===== src/rtl/fas_pkg.sv =====
`default_nettype none
// ============================================================================
//  Module      : fas_pkg
//  Description : Shared definitions for the FIR frame collector. Holds the
//                default sample width and frame length, the bank state
//                encoding and the bank state transition helper.
//  Revision    : 1.0 - initial release
// ============================================================================
package fas_pkg;

    // Default sample width (two's complement, passed through unmodified)
    localparam int DW    = 16;
    // Default samples per frame (power of two, >= 2)
    localparam int FFT_N = 16;

    // Life cycle of one storage bank
    typedef enum logic [1:0] {
        BANK_EMPTY   = 2'd0,
        BANK_FILLING = 2'd1,
        BANK_FULL    = 2'd2
    } bank_state_t;

    // Next state of a bank.
    // A write always wins over an acknowledge. Writes into a FULL bank only
    // happen when the same edge acknowledges it, and that write lands at
    // index 0, so with N >= 2 it can never be the last word: the bank
    // reopens as FILLING rather than passing through EMPTY.
    function automatic bank_state_t bank_next_state(
        input bank_state_t cur,
        input logic        wr_en,
        input logic        wr_last,
        input logic        ack
    );
        bank_state_t nxt;
        nxt = cur;
        if (wr_en) begin
            nxt = wr_last ? BANK_FULL : BANK_FILLING;
        end else if (ack) begin
            nxt = BANK_EMPTY;
        end
        return nxt;
    endfunction

endpackage
`default_nettype wire


===== src/rtl/fir_frame_bank.sv =====
`default_nettype none
// ============================================================================
//  Module      : fir_frame_bank
//  Description : One N x DW sample bank with its EMPTY/FILLING/FULL state.
//                Words are written one at a time at wr_idx; writing the
//                last word marks the bank FULL. An acknowledge from the
//                read side returns it to EMPTY.
//  Ports       : clk, rst        clock / async active-high reset
//                wr_en           store wr_d at wr_idx this edge
//                wr_idx          word index being written
//                wr_d            sample to store
//                wr_last         the write completes the frame
//                ack             downstream has taken this bank's frame
//                state           current bank state
//                data            bank contents, word k at [k*DW +: DW]
//  Revision    : 1.0 - initial release
// ============================================================================
module fir_frame_bank
    import fas_pkg::*;
#(
    parameter int DW = fas_pkg::DW,
    parameter int N  = fas_pkg::FFT_N
) (
    input  logic                   clk,
    input  logic                   rst,
    input  logic                   wr_en,
    input  logic [$clog2(N)-1:0]   wr_idx,
    input  logic [DW-1:0]          wr_d,
    input  logic                   wr_last,
    input  logic                   ack,
    output bank_state_t            state,
    output logic [N*DW-1:0]        data
);

    localparam int IW = $clog2(N);

    bank_state_t r_state;

    always_ff @(posedge clk or posedge rst) begin
        if (rst) begin
            r_state <= BANK_EMPTY;
        end else begin
            r_state <= bank_next_state(r_state, wr_en, wr_last, ack);
        end
    end

    assign state = r_state;

    // Each word has its own decoded enable, so a write touches exactly one
    // register and the rest of the frame holds while the bank is read.
    for (genvar k = 0; k < N; k++) begin : g_word
        logic [DW-1:0] r_word;
        logic          w_sel;

        assign w_sel = wr_en && (wr_idx == IW'(k));

        always_ff @(posedge clk or posedge rst) begin
            if (rst) begin
                r_word <= '0;
            end else if (w_sel) begin
                r_word <= wr_d;
            end
        end

        assign data[k*DW +: DW] = r_word;
    end

endmodule
`default_nettype wire


===== src/rtl/fir_frame_collector.sv =====
`default_nettype none
// ============================================================================
//  Module      : fir_frame_collector
//  Description : Collects consecutive valid FIR samples into frames of N
//                words and hands each frame to the FFT stage as one wide
//                word over a valid/ready handshake. Two banks alternate so
//                the FIR keeps streaming while the FFT holds a frame.
//  Ports       : clk, rst        clock / async active-high reset
//                in_valid, in_d  incoming sample stream
//                frame_valid     a FULL bank is presented on frame_data
//                frame_ready     downstream accepts the presented frame
//                frame_data      word k at [k*DW +: DW], k=0 oldest
//                frame_cnt       frames handed over since reset (wraps)
//                overflow        sticky, a sample was dropped
//  Revision    : 1.0 - initial release
// ============================================================================
module fir_frame_collector
    import fas_pkg::*;
#(
    parameter int DW = fas_pkg::DW,
    parameter int N  = fas_pkg::FFT_N
) (
    input  logic              clk,
    input  logic              rst,
    input  logic              in_valid,
    input  logic [DW-1:0]     in_d,
    output logic              frame_valid,
    input  logic              frame_ready,
    output logic [N*DW-1:0]   frame_data,
    output logic [7:0]        frame_cnt,
    output logic              overflow
);

    localparam int            IW         = $clog2(N);
    localparam logic [IW-1:0] c_LAST_IDX = IW'(N - 1);

    // ------------------------------------------------------------------
    // Pointers and status registers
    // ------------------------------------------------------------------
    logic          r_wr_bank;
    logic [IW-1:0] r_wr_idx;
    logic          r_rd_bank;
    logic [7:0]    r_frame_cnt;
    logic          r_overflow;

    // ------------------------------------------------------------------
    // Bank interface
    // ------------------------------------------------------------------
    bank_state_t     w_bank_state [2];
    logic [N*DW-1:0] w_bank_data  [2];
    logic            w_bank_wr_en [2];
    logic            w_bank_ack   [2];

    bank_state_t     w_wr_state;
    bank_state_t     w_rd_state;
    logic            w_frame_valid;
    logic            w_hs;
    logic            w_wr_free;
    logic            w_wr_en;
    logic            w_wr_last;
    logic            w_drop;

    assign w_wr_state = r_wr_bank ? w_bank_state[1] : w_bank_state[0];
    assign w_rd_state = r_rd_bank ? w_bank_state[1] : w_bank_state[0];

    // Valid depends only on registered bank state, never on the inputs.
    assign w_frame_valid = (w_rd_state == BANK_FULL);
    assign w_hs          = w_frame_valid && frame_ready;

    // The write bank accepts a sample unless it is FULL. A FULL write bank
    // is still usable when this very edge acknowledges it: that only
    // happens with both banks full, where write and read point at the same
    // bank, and the sample becomes word 0 of the reopened bank.
    assign w_wr_free = (w_wr_state != BANK_FULL) ||
                       (w_hs && (r_rd_bank == r_wr_bank));
    assign w_wr_en   = in_valid && w_wr_free;
    assign w_drop    = in_valid && !w_wr_free;
    assign w_wr_last = (r_wr_idx == c_LAST_IDX);

    for (genvar b = 0; b < 2; b++) begin : g_bank
        assign w_bank_wr_en[b] = w_wr_en && (r_wr_bank == 1'(b));
        assign w_bank_ack[b]   = w_hs    && (r_rd_bank == 1'(b));

        fir_frame_bank #(
            .DW (DW),
            .N  (N)
        ) u_bank (
            .clk     (clk),
            .rst     (rst),
            .wr_en   (w_bank_wr_en[b]),
            .wr_idx  (r_wr_idx),
            .wr_d    (in_d),
            .wr_last (w_wr_last),
            .ack     (w_bank_ack[b]),
            .state   (w_bank_state[b]),
            .data    (w_bank_data[b])
        );
    end

    // ------------------------------------------------------------------
    // Write pointer, read pointer, frame counter and overflow flag
    // ------------------------------------------------------------------
    always_ff @(posedge clk or posedge rst) begin
        if (rst) begin
            r_wr_bank   <= 1'b0;
            r_wr_idx    <= '0;
            r_rd_bank   <= 1'b0;
            r_frame_cnt <= '0;
            r_overflow  <= 1'b0;
        end else begin
            // Dropped samples leave the index alone, so frame boundaries
            // stay aligned to accepted samples only.
            if (w_wr_en) begin
                if (w_wr_last) begin
                    r_wr_idx  <= '0;
                    r_wr_bank <= ~r_wr_bank;
                end else begin
                    r_wr_idx  <= r_wr_idx + 1'b1;
                end
            end

            if (w_drop) begin
                r_overflow <= 1'b1;
            end

            if (w_hs) begin
                r_rd_bank   <= ~r_rd_bank;
                r_frame_cnt <= r_frame_cnt + 8'd1;
            end
        end
    end

    // ------------------------------------------------------------------
    // Outputs
    // ------------------------------------------------------------------
    // Bank contents are registers that only change while a bank is being
    // filled, so the presented frame holds while the consumer stalls.
    assign frame_valid = w_frame_valid;
    assign frame_data  = r_rd_bank ? w_bank_data[1] : w_bank_data[0];
    assign frame_cnt   = r_frame_cnt;
    assign overflow    = r_overflow;

endmodule
`default_nettype wire


===== config.mk =====
export PLATFORM = sky130hd
export DESIGN_NAME = fir_frame_collector
export DESIGN_NICKNAME = d
export VERILOG_FILES = /design/src/rtl/fas_pkg.sv /design/src/rtl/fir_frame_bank.sv /design/src/rtl/fir_frame_collector.sv
export SDC_FILE = /design/constraint.sdc
export NUM_CORES = 1
export LEC_CHECK = 0
export ABC_AREA = 1
export CAP_MARGIN = 20
export CELL_PAD_IN_SITES_DETAIL_PLACEMENT = 1
export CELL_PAD_IN_SITES_GLOBAL_PLACEMENT = 2
export CORE_MARGIN = 3
export CORE_UTILIZATION = 29
export CTS_CLUSTER_DIAMETER = 30
export DETAILED_ROUTE_END_ITERATION = 6
export GPL_ROUTABILITY_DRIVEN = 0
export HOLD_SLACK_MARGIN = 0.06
export PLACE_DENSITY = 0.71
export SLEW_MARGIN = 20
export SYNTH_ARGS = -nofsm -noshare
export SYNTH_HDL_FRONTEND = slang
export SYNTH_HIERARCHICAL = 1
export SYNTH_SLANG_ARGS = --single-unit

===== constraint.sdc =====
create_clock -name clk -period 9.2 [get_ports clk]
set_input_delay 2.3 -clock clk [delete_from_list [all_inputs] [get_ports clk]]
set_output_delay 2.3 -clock clk [all_outputs]
set_load 0.01 [all_outputs]

==> summary.txt, run 1 <==
Run status
  – Status: complete, no violations

Synth
  – Most used DFF post-synth: dfrtp_1
  – Gate Count Post-Synth: 3329
  – Post-synth top area cell: dfrtp_1
  – Post-synth EDFFs: 0
  – Post-synth top area share: 53.6%
  – Area contributors post-synth: dfrtp_1 54%, nand2_1 33%, nand4_1 3.4%
  – Asr flop ratio synth: 100%
  – Post-synthesis net count: 3351
  – Synthesis warning total: 6
  – Synth cell types: 29
  – Yosys reg bits: 531
  – Sequential fraction of the synthesis area: 53.6%
  – Count leader, synth: nand2_1
  – Post-synth top cells: 2160 x nand2_1, 531 x dfrtp_1, 133 x nand4_1
  – Synthesized cell area: 24800 sq um
  – Synthesized area per cell: 7.45 sq um

Drt
  – DRC violations left: 0
  – Post-route ant nets: 0
  – First-pass DRT Iterations: 5
  – Vias: 23291
  – Routed length per instance: 21.6 um
  – Vias/cell: 4.80
  – 1st-iter DRT viols: 1376
  – Final WL: 105000 um

Floorplanning
  – Die W: 298 um
  – Row count: 106
  – Io pins: 286
  – Initial Util: 29.4%
  – Die height: 298 um
  – Core Area: 84200 sq um
  – Full die area: 89000 sq um

Global routing
  – Vias in the first global route: 25364
  – Largest net degree at the start of global routing: 163
  – First-pass GRT wire length: 161000 um
  – Tot GR Track Use: 23.6%
  – Initial antenna violation count: 0
  – GRT overflow: 0

Timing
  – Setup TNS: 0 ns
  – Final worst-path cycle share: 70.3%
  – RSZ-0062 raised after global routing: false
  – Min Tclk post-route: 6.47 ns
  – Final setup viols: 0
  – Relative slew slack: 22.4%
  – Final setup skew: 0.0167 ns
  – Worst Tran Pin Value: 1.16 ns
  – Fmax: 0.155 GHz
  – Final hold viol count: 0
  – Slew Limit Fails: 0

Power
  – LEAKAGE: 18.1 nW
  – Maximum vdd drop: 0.199 mV
  – P per Cell Area: 419 nW/um^2

Cells and area
  – Fill cells: 9909
  – Ant. Diodes: 0
  – Final core occ: 40.6%
  – Net count reported at finish: 3611
  – Area of the multi-input gates: 10100 sq um
  – Sequential cell area: 13300 sq um
  – P&R area growth vs syn: 38.1%
  – Layout cell share with drive strength beyond 1: 10.2%

Critical path
  – Crit Path Max Fanout: 86
  – Critical path endpoint category: primary output
  – Levels on crit path: 5
  – Reg2reg path depth: 13
  – Buffers plus inverters on the worst setup path: 3
  – Critical path data required time: 6.90 ns
  – Critical path's top delay family: buffers and inverters
  – Worst r2r src: r_rd_bank
  – CP Launch Type: flop
  – Setup Crit Path Kind: reg -> out
  – Slowest stage delay, CP: 0.86 ns
  – Cell Chain, Critical Path: buf_4 -> buf_4 -> nand2_1 -> nand2_1 -> clkdlybuf4s50_1
  – Worst path slowest cell: buf_4
  – Crit. Startpoint: r_rd_bank
  – CP arrival: 4.17 ns

CTS
  – Clock Pin Slew Worst Setup and Hold Paths: 0.04 ns
  – H-tree Lvls: 4
  – Post-CTS sizing: 0
  – Hold-fix buffers at CTS: 0
  – Clock root cell: clkbuf_16
  – CTS Buf Count: 158
  – Clk_lat worst skew: 0.71 ns
  – CTS tree: done
  – Post-CTS setup buffers: 0
  – Clock Path Buffers: 3
  – Clk sinks: 531

Worst hold path
  – Worst min-delay path class: reg -> reg
  – Worst Hold Depth: 2
  – Hold path start: g_bank[0].u_bank/g_word[15].r_word[14]

Placement
  – IO Port Bufs: 285
  – Dpl hpwl: 61700 um

Flow run
  – Max Cap Viol: 0
==> per-stage QoR <==
stage	cell area (sq um)	worst slack (ns)	instances	power, mW	hold WS, ns
6_report	34200	2.73	4856	14.3	0.465
5_1_grt	34200	2.50	4856	15.2	0.489
4_1_cts	34200	2.62	4853	14.5	0.469
3_5_place_dp	28400	3.43	4560	8.52	0.459
3_3_place_gp	28400	3.54	4560	8.40	0.453
2_1_floorplan	24800	3.50	3329	6.13	0.442
==> worst register-to-register path, cell delays in order (launching register included) <==
cell and delay [ns]:
dfrtp_4 0.64, inv_8 0.53, buf_4 0.86, nand3_2 0.25, nand2_4 0.15, nand3_2 0.08
nand2_2 0.14, nand2_4 0.13, nor2_4 0.29, buf_4 0.41, buf_4 0.55, nand3_1 0.70
nand2_1 0.28, nand2_1 0.08
==> metal layers <==
layer  share of wire, %  global-route usage [%]  vias up
li1                   -                       -    10755
met1                 45                    30.9    11822
met2                 49                    39.9      554
met3                3.6                    3.28      160
met4                2.7                    8.23        0
met5                  0                       0        -
==> final timing paths <==
check	to	slack [ns]
worst min register to register	g_bank[0].u_bank/g_word[15].r_word[14]	0.47
min in group asynchronous	g_bank[1].u_bank/g_word[11].r_word[1]	2.04
worst max-delay path	frame_data[51]	2.73
worst max register to register	g_bank[1].u_bank/g_word[2].r_word[1]	3.96
max in group asynchronous	g_bank[0].u_bank/g_word[1].r_word[10]	5.32
worst min-delay path	g_bank[0].u_bank/g_word[15].r_word[14]	0.47
==> power by group <==
| part | switching (mW) | internal (mW) |
|---|---|---|
| registers | 0.634 | 3.25 |
| clock network | 1.66 | 4.18 |
| logic | 2.78 | 1.82 |
==> flip-flops by register name, indices dropped and copies added, names as in the netlist <==
signal / count
r_rd_bank: 1
overflow: 1
r_wr_bank: 1
frame_cnt: 8
g_bank.u_bank/g_word.r_word: 512
r_wr_idx: 4
g_bank.u_bank/state: 4
==> cell usage in the layout (no fill, tap or decap), drive strengths merged <==
master / instances
xor2: 5
buf: 60
nor3: 1
bufinv: 28
o31ai: 2
nand3: 37
or2: 1
xnor2: 2
clkinvlp: 8
dfrtp: 531
o21bai: 65
a31o: 2
nand2: 2168
clkdlybuf4s50: 269
o21ai: 6
nand4: 133
clkbuf: 215
clkinv: 38
nor2: 40
o22ai: 2
ha: 2
inv: 107
==> final cells by class <==
class,count,area share [%]
Sequential cell,531,38.8
Multi-Input combinational cell,2466,29.6
Clock buffer,215,13.1
Timing Repair Buffer,329,9.29
Tap cell,1134,4.14
Clock inverter,78,3.81
Inverter,103,1.18
==> logic make-up after synthesis <==
| kind of cell | count (synthesis) | synth area share (%) |
|---|---|---|
| AOI/OAI and AO/OA | 77 | 2.32 |
| xor gates and xnor gates | 7 | 0.247 |
| buffers and inverters | 332 | 5.63 |
| DFF | 531 | 53.6 |
| adders and majority gates | 2 | 0.101 |
| and+or+nand+nor | 2380 | 38.1 |
Note: power is estimated with default switching activity, not from simulation.
==> inputs of run 2 (changes only) <==
--- a/config.mk
+++ b/config.mk
@@ -10,12 +10,12 @@
 export CELL_PAD_IN_SITES_DETAIL_PLACEMENT = 1
 export CELL_PAD_IN_SITES_GLOBAL_PLACEMENT = 2
 export CORE_MARGIN = 3
-export CORE_UTILIZATION = 29
+export CORE_UTILIZATION = 33
 export CTS_CLUSTER_DIAMETER = 30
 export DETAILED_ROUTE_END_ITERATION = 6
 export GPL_ROUTABILITY_DRIVEN = 0
 export HOLD_SLACK_MARGIN = 0.06
-export PLACE_DENSITY = 0.71
+export PLACE_DENSITY = 0.77
 export SLEW_MARGIN = 20
 export SYNTH_ARGS = -nofsm -noshare
 export SYNTH_HDL_FRONTEND = slang
==> constraint.sdc (replaced) <==
create_clock -name clk -period 6.6 [get_ports clk]
set_input_delay 1.65 -clock clk [delete_from_list [all_inputs] [get_ports clk]]
set_output_delay 1.65 -clock clk [all_outputs]
set_load 0.01 [all_outputs]
==> run 2 against run 1 <==
Global-route usage is 1.5 points higher. Final area is 3.3% lower. Wire length fell by 6.6%. Sequential share of layout area is 1.3 points higher. Utilization rose by 4.3 points. First-iteration DRC count decreased by 8.1%. Critical path depth stayed put. Final cell count is 4.5% lower. Combinational power grew 38%. Via count down 0.85%. Critical path type unchanged. Critical endpoint is now frame_data[112].
==> summary.txt, run 2 (synthesis results as in run 1) <==
Run status
  – Status: complete, no violations

Critical path
  – CP Launch Type: flop
  – Cell mode on critical path: nand2_1
  – Crit. Startpoint: r_rd_bank
  – Crit Path Max Fanout: 105 (+22%)
  – Critical path endpoint category: primary output
  – Levels on crit path: 5 (unchanged)
  – Worst r2r src: r_rd_bank
  – Worst path slowest cell: dfrtp_4
  – Critical path data required time: 4.95 ns (-1.95 ns)
  – Reg2reg path depth: 11 (-2)
  – Critical path's top delay family: buffers and inverters
  – Cell Chain, Critical Path: inv_8 -> buf_12 -> nand2_1 -> nand2_1 -> clkdlybuf4s50_1
  – CP arrival: 3.34 ns (-0.83 ns)
  – Slowest stage delay, CP: 0.67 ns (-0.19 ns)
  – Setup Crit Path Kind: reg -> out
  – Buffers plus inverters on the worst setup path: 3 (unchanged)

Timing
  – Setup TNS: 0 ns (unchanged)
  – Final hold viol count: 0 (unchanged)
  – Final setup skew: 0.0208 ns (+0.00411 ns)
  – Worst Tran Pin Value: 1.17 ns (+0.00849 ns)
  – Slew Limit Fails: 0 (unchanged)
  – Setup ws final: 1.61 ns (-1.12 ns)
  – Fmax: 0.201 GHz
  – Relative slew slack: 21.6% (-0.75 points)
  – Final worst-path cycle share: 75.6%
  – RSZ-0062 raised after global routing: false
  – WHS: 0.464 ns (-0.000863 ns)
  – Min Tclk post-route: 4.99 ns
  – Final setup viols: 0 (unchanged)

Global routing
  – GRT overflow: 0 (unchanged)
  – Largest net degree at the start of global routing: 160 (-1.8%)
  – Initial antenna violation count: 0 (unchanged)
  – First-pass GRT wire length: 152000 um (-5.5%)
  – Tot GR Track Use: 25.1% (+1.5 points)
  – Vias in the first global route: 25328 (-0.14%)

Drt
  – 1st-iter DRT viols: 1264 (-8.1%)
  – First-pass DRT Iterations: 5 (unchanged)
  – Vias/cell: 4.98 (+3.8%)
  – Routed length per instance: 21.1 um (-2.3%)
  – Final WL: 97800 um (-6.6%)
  – Vias: 23093 (-0.85%)
  – Post-route ant nets: 0 (unchanged)
  – DRC violations left: 0 (unchanged)

Floorplanning
  – Io pins: 286 (unchanged)
  – Die W: 280 um (-6.1%)
  – Die height: 280 um (-6.1%)
  – Core Area: 73700 sq um (-12%)
  – Initial Util: 33.6% (+4.2 points)
  – Full die area: 78400 sq um (-12%)
  – Row count: 99 (-6.6%)

Worst hold path
  – Worst min-delay path class: reg -> reg
  – Worst Hold Depth: 2 (unchanged)
  – Hold path start: g_bank[1].u_bank/g_word[15].r_word[3]

Placement
  – Dpl hpwl: 57000 um (-7.6%)
  – IO Port Bufs: 285 (unchanged)
  – Placed Cells: 4381 (-3.9%)
  – Pre-CTS setup slack: 1.66 ns (-1.76 ns)

CTS
  – Clock root cell: clkbuf_16
  – Clock Path Buffers: 3 (unchanged)
  – CTS tree: done
  – Clk_lat worst skew: 0.70 ns (about the same)
  – Clk sinks: 531 (unchanged)
  – Post-CTS sizing: 0 (unchanged)
  – H-tree Lvls: 4 (unchanged)
  – Post-CTS setup buffers: 0 (unchanged)
  – Hold-fix buffers at CTS: 0 (unchanged)
  – Clock Pin Slew Worst Setup and Hold Paths: 0.04 ns (about the same)
  – CTS Buf Count: 149 (-5.7%)

Power
  – P per Cell Area: 565 nW/um^2 (+35%)
  – LEAKAGE: 17.6 nW (-2.5%)
  – Maximum vdd drop: 0.267 mV (+34%)

Flow run
  – Max Cap Viol: 0 (unchanged)

Cells and area
  – Max reg flops: 512 (unchanged)
  – Most common cell after layout, fill and taps aside: nand2_1
  – Ant. Diodes: 0 (unchanged)
  – Layout cell share with drive strength beyond 1: 9.13% (-1.1 points)
  – Net count reported at finish: 3595 (-0.44%)
  – Fill cells: 8649 (-13%)
  – P&R area growth vs syn: 33.5%
  – Most frequent cells in the layout: 2160 x nand2_1, 530 x dfrtp_1, 269 x clkdlybuf4s50_1, 152 x clkbuf_16, 133 x nand4_1
  – Finished Layout Cells: 4639 (-4.5%)
  – Largest reg by FF count: g_bank.u_bank/g_word.r_word
[run 2: cell count changes in the layout (fill, tap and decap cells not counted), moves of 6 or more]
cell	delta
clkinv_2	-9
buf_4	-7
bufinv_16	-18
clkbuf_16	-6
[run 2: per-stage QoR]
| step | total power, mW | util, % | instance area (sq um) |
|---|---|---|---|
| 2_1_floorplan | 8.55 | - | 24800 |
| 3_3_place_gp | 11.6 | 38.2 | 28200 |
| 3_5_place_dp | 11.8 | 38.2 | 28200 |
| 4_1_cts | 18.9 | 44.9 | 33100 |
| 5_1_grt | 19.8 | 44.9 | 33100 |
| 6_report | 18.7 | 44.9 | 33100 |
[run 2: worst paths after layout]
| path | endpoint | slack [ns] |
|---|---|---|
| max in group asynchronous | g_bank[0].u_bank/g_word[4].r_word[6] | 4.04 |
| min in group asynchronous | g_bank[1].u_bank/g_word[15].r_word[9] | 1.38 |
| worst min register to register | g_bank[1].u_bank/g_word[15].r_word[3] | 0.46 |
| worst min-delay path | g_bank[1].u_bank/g_word[15].r_word[3] | 0.46 |
| worst max register to register | g_bank[0].u_bank/g_word[12].r_word[13] | 2.07 |
| worst max-delay path | frame_data[112] | 1.61 |
[run 2: power by group]
part	switching, mW	leakage [nW]	internal (mW)
Combinational	3.81	8.35	2.54
Clock	2.07	2.42	4.90
Sequential	0.838	6.85	4.53
Total	6.72	17.6	12.0
[run 2: cell type report]
class,instances,area (sq um),area share (%)
repair buffers,322,3130,9.45
multi-input cells,2466,10100,30.7
flip-flops and latches,531,13300,40.2
clock buffers,213,4360,13.2
well taps,959,1200,3.63
clock inverters,45,559,1.69
inverters,103,404,1.22
[run 2: worst reg2reg max path, stage by stage (launching register included)]
cell and delay, ns:
dfrtp_4 0.73, buf_12 0.65, nand3_2 0.34, nand2_4 0.17, nand3_2 0.10, nand2_2 0.14
nand2_4 0.13, nor2_4 0.27, buf_4 0.74, nand3_1 0.82, nand2_1 0.25, nand2_1 0.08
[run 2: routing by layer]
metal / vias to the layer above / global-route usage, % / wire, um
met2: 522 / 42.9 / 48100
li1: 10712 / - / -
met4: 0 / 8.99 / 2660
met1: 11707 / 32.1 / 43400
met5: - / 0 / 0
met3: 152 / 4.09 / 3680
==> inputs of run 3 (changes only) <==
--- a/config.mk
+++ b/config.mk
@@ -10,12 +10,12 @@
 export CELL_PAD_IN_SITES_DETAIL_PLACEMENT = 1
 export CELL_PAD_IN_SITES_GLOBAL_PLACEMENT = 2
 export CORE_MARGIN = 3
-export CORE_UTILIZATION = 33
+export CORE_UTILIZATION = 29
 export CTS_CLUSTER_DIAMETER = 30
 export DETAILED_ROUTE_END_ITERATION = 6
 export GPL_ROUTABILITY_DRIVEN = 0
 export HOLD_SLACK_MARGIN = 0.06
-export PLACE_DENSITY = 0.77
+export PLACE_DENSITY = 0.71
 export SLEW_MARGIN = 20
 export SYNTH_ARGS = -nofsm -noshare
 export SYNTH_HDL_FRONTEND = slang
==> constraint.sdc (replaced) <==
create_clock -name clk -period 4.45 [get_ports clk]
set_input_delay 1.1125 -clock clk [delete_from_list [all_inputs] [get_ports clk]]
set_output_delay 1.1125 -clock clk [all_outputs]
set_load 0.01 [all_outputs]
==> run 3 against run 2 <==
Count of clock-buffer cells in the layout unchanged. Via count up 1.1%. Clock skew up 0.019 ns. Hold slack better by 0.0011 ns. Wire length up 5.9%. Clock power up 66%. Utilization down 4.3 points. Sequential share of layout area down 1.3 points. Sequential power up 47%. Combinational power up 53%. Highest routed layer unchanged.
==> summary.txt, run 3 (synthesis results as in run 1) <==
Flow run
  – Max Cap Viol: 0 (unchanged)

Cells and area
  – Most frequent cells in the layout: 2160 x nand2_1, 530 x dfrtp_1, 269 x clkdlybuf4s50_1, 161 x clkbuf_16, 133 x nand4_1
  – Largest reg by FF count: g_bank.u_bank/g_word.r_word
  – Final Instance Area: 34200 sq um (+3.4%)
  – Net count reported at finish: 3627 (+0.89%)
  – Most common cell after layout, fill and taps aside: nand2_1
  – Max reg flops: 512 (unchanged)
  – Finished Layout Cells: 4865 (+4.9%)
  – Final core occ: 40.6% (-4.3 points)
  – Fill cells: 9979 (+15%)
  – Layout cell share with drive strength beyond 1: 10.5% (+1.4 points)
  – P&R area growth vs syn: 38.0%

Critical path
  – Worst path slowest cell: clkdlybuf4s50_1
  – CP arrival: 2.97 ns (-0.37 ns)
  – Critical path data required time: 3.34 ns (-1.61 ns)
  – Slowest stage delay, CP: 0.58 ns (-0.09 ns)
  – Cell Chain, Critical Path: inv_8 -> buf_4 -> nand2_1 -> nand2_1 -> clkdlybuf4s50_1
  – Crit Path Max Fanout: 95 (-9.5%)
  – CP Launch Type: flop
  – Critical path's top delay family: buffers and inverters
  – Buffers plus inverters on the worst setup path: 3 (unchanged)
  – Setup Crit Path Kind: reg -> out
  – Critical path endpoint category: primary output
  – Cell mode on critical path: nand2_1

Timing
  – Final hold viol count: 0 (unchanged)
  – WHS: 0.465 ns (+0.00107 ns)
  – Slew Limit Fails: 0 (unchanged)
  – Setup TNS: 0 ns (unchanged)
  – Fmax: 0.245 GHz
  – Min Tclk post-route: 4.09 ns
  – Final worst-path cycle share: 91.8%
  – Final setup skew: 0.0401 ns (+0.0193 ns)
  – RSZ-0062 raised after global routing: false
  – Setup ws final: 0.363 ns (-1.25 ns)
  – Relative slew slack: 23.2% (+1.6 points)
  – Worst Tran Pin Value: 1.15 ns (-0.0210 ns)
  – Final setup viols: 0 (unchanged)

CTS
  – CTS Buf Count: 156 (+4.7%)
  – Hold-fix buffers at CTS: 0 (unchanged)
  – H-tree Lvls: 4 (unchanged)
  – CTS tree: done
  – Post-CTS sizing: 0 (unchanged)
  – Clk sinks: 531 (unchanged)
  – Clock root cell: clkbuf_16
  – Post-CTS setup buffers: 0 (unchanged)
  – Clock Path Buffers: 3 (unchanged)
  – Clk_lat worst skew: 0.71 ns (about the same)
  – Clock Pin Slew Worst Setup and Hold Paths: 0.04 ns (about the same)

Drt
  – Post-route ant nets: 0 (unchanged)
  – DRC violations left: 0 (unchanged)
  – 1st-iter DRT viols: 1382 (+9.3%)
  – Vias/cell: 4.80 (-3.6%)
  – Vias: 23348 (+1.1%)
  – Routed length per instance: 21.3 um (+1.0%)
  – Final WL: 104000 um (+5.9%)
  – First-pass DRT Iterations: 5 (unchanged)

Worst hold path
  – Worst min-delay path class: reg -> reg

Power
  – Final Power: 29.2 mW (+56%)
  – Maximum vdd drop: 0.567 mV (+110%)
  – Switching Fraction: 35.5% (-0.45 points)
  – Comb pwr share: 33.2% (-0.8 points)
  – Switch Pwr: 10.4 mW (+54%)
  – Int Pwr: 18.8 mW (+57%)
  – Sequential Power Share: 27.1% (-1.6 points)
  – P per Cell Area: 853 nW/um^2 (+51%)
  – Clock network power share: 39.6% (+2.3 points)
  – LEAKAGE: 18.1 nW (+2.6%)

Global routing
  – Initial antenna violation count: 1 (+1)
  – Largest net degree at the start of global routing: 134 (-16%)
  – GRT overflow: 0 (unchanged)
  – Tot GR Track Use: 23.4% (-1.7 points)
  – Vias in the first global route: 25740 (+1.6%)
  – First-pass GRT wire length: 160000 um (+5.2%)

Run status
  – Status: complete, no violations

Placement
  – Dpl hpwl: 63000 um (+11%)
  – Placed Cells: 4580 (+4.5%)
  – Pre-CTS setup slack: 0.539 ns (-1.12 ns)
  – IO Port Bufs: 285 (unchanged)
  – Placed Area: 28600 sq um (+1.7%)

Floorplanning
  – Core Area: 84200 sq um (+14%)
  – Die height: 298 um (+6.5%)
  – Io pins: 286 (unchanged)
  – Row count: 106 (+7.1%)
  – Initial Util: 29.4% (-4.2 points)
  – Die W: 298 um (+6.5%)
  – Full die area: 89000 sq um (+13%)
==> run 3: changes by cell type in the layout (fill, tap and decap cells not counted), moves of 2 or more <==
cell and change:
clkbuf_16 +9, clkinvlp_4 +3, inv_6 -2, buf_4 +17, clkbuf_8 -2, clkbuf_1 -7
buf_12 +7, clkinv_16 +2, bufinv_16 +11, clkinv_2 +10
==> run 3: final timing paths <==
| path | from | to | slack (ns) | cells after the start |
|---|---|---|---|---|
| setup / recovery | r_rd_bank | frame_data[254] | 0.36 | 5 |
| hold / removal | g_bank[0].u_bank/g_word[15].r_word[15] | g_bank[0].u_bank/g_word[15].r_word[15] | 0.47 | 2 |
| setup reg to reg | r_rd_bank | g_bank[1].u_bank/g_word[12].r_word[0] | 0.95 | 11 |
| hold reg to reg | g_bank[0].u_bank/g_word[15].r_word[15] | g_bank[0].u_bank/g_word[15].r_word[15] | 0.47 | 2 |
| max in group asynchronous | rst | g_bank[1].u_bank/g_word[2].r_word[0] | 2.63 | 3 |
| min in group asynchronous | rst | g_bank[1].u_bank/g_word[11].r_word[12] | 0.87 | 2 |
==> run 3: worst reg2reg max path: stages, from the launching register on <==
cell     delay (ns)
dfrtp_4        0.46
buf_4          0.64
nand3_2        0.20
nand2_4        0.16
nand3_2        0.09
nand2_2        0.12
nand2_4        0.12
nor2_4         0.24
buf_12         0.28
nand3_1        0.73
nand2_1        0.26
nand2_1        0.08
==> run 3: final cells by class <==
cell class / count / area (sq um) / area share, %
inverters: 103 / 404 / 1.18
clock inverters: 70 / 1010 / 2.96
multi-input cells: 2466 / 10100 / 29.6
well taps: 1134 / 1420 / 4.15
diodes: 1 / 2.50 / 0.00732
clock buffers: 213 / 4530 / 13.3
flip-flops and latches: 531 / 13300 / 38.9
repair buffers: 347 / 3400 / 9.94
==> run 3: metal layers <==
layer	vias up	GRT usage, %	share of wire [%]
met4	0	7.68	2.4
met2	504	39.9	49
li1	10791	-	-
met3	147	3.79	3.6
met1	11906	30.2	45
met5	-	0	0
==> run 3: power by group through the flow <==
stage	clock, mW	sequential (mW)	combinational, mW
final	11.6	7.92	9.70
after global routing	12.1	8.15	10.7
after floorplan	0	7.56	5.12
after CTS	11.8	7.90	9.88
after global placement	0	7.85	9.62
after detailed placement	0	7.93	9.79
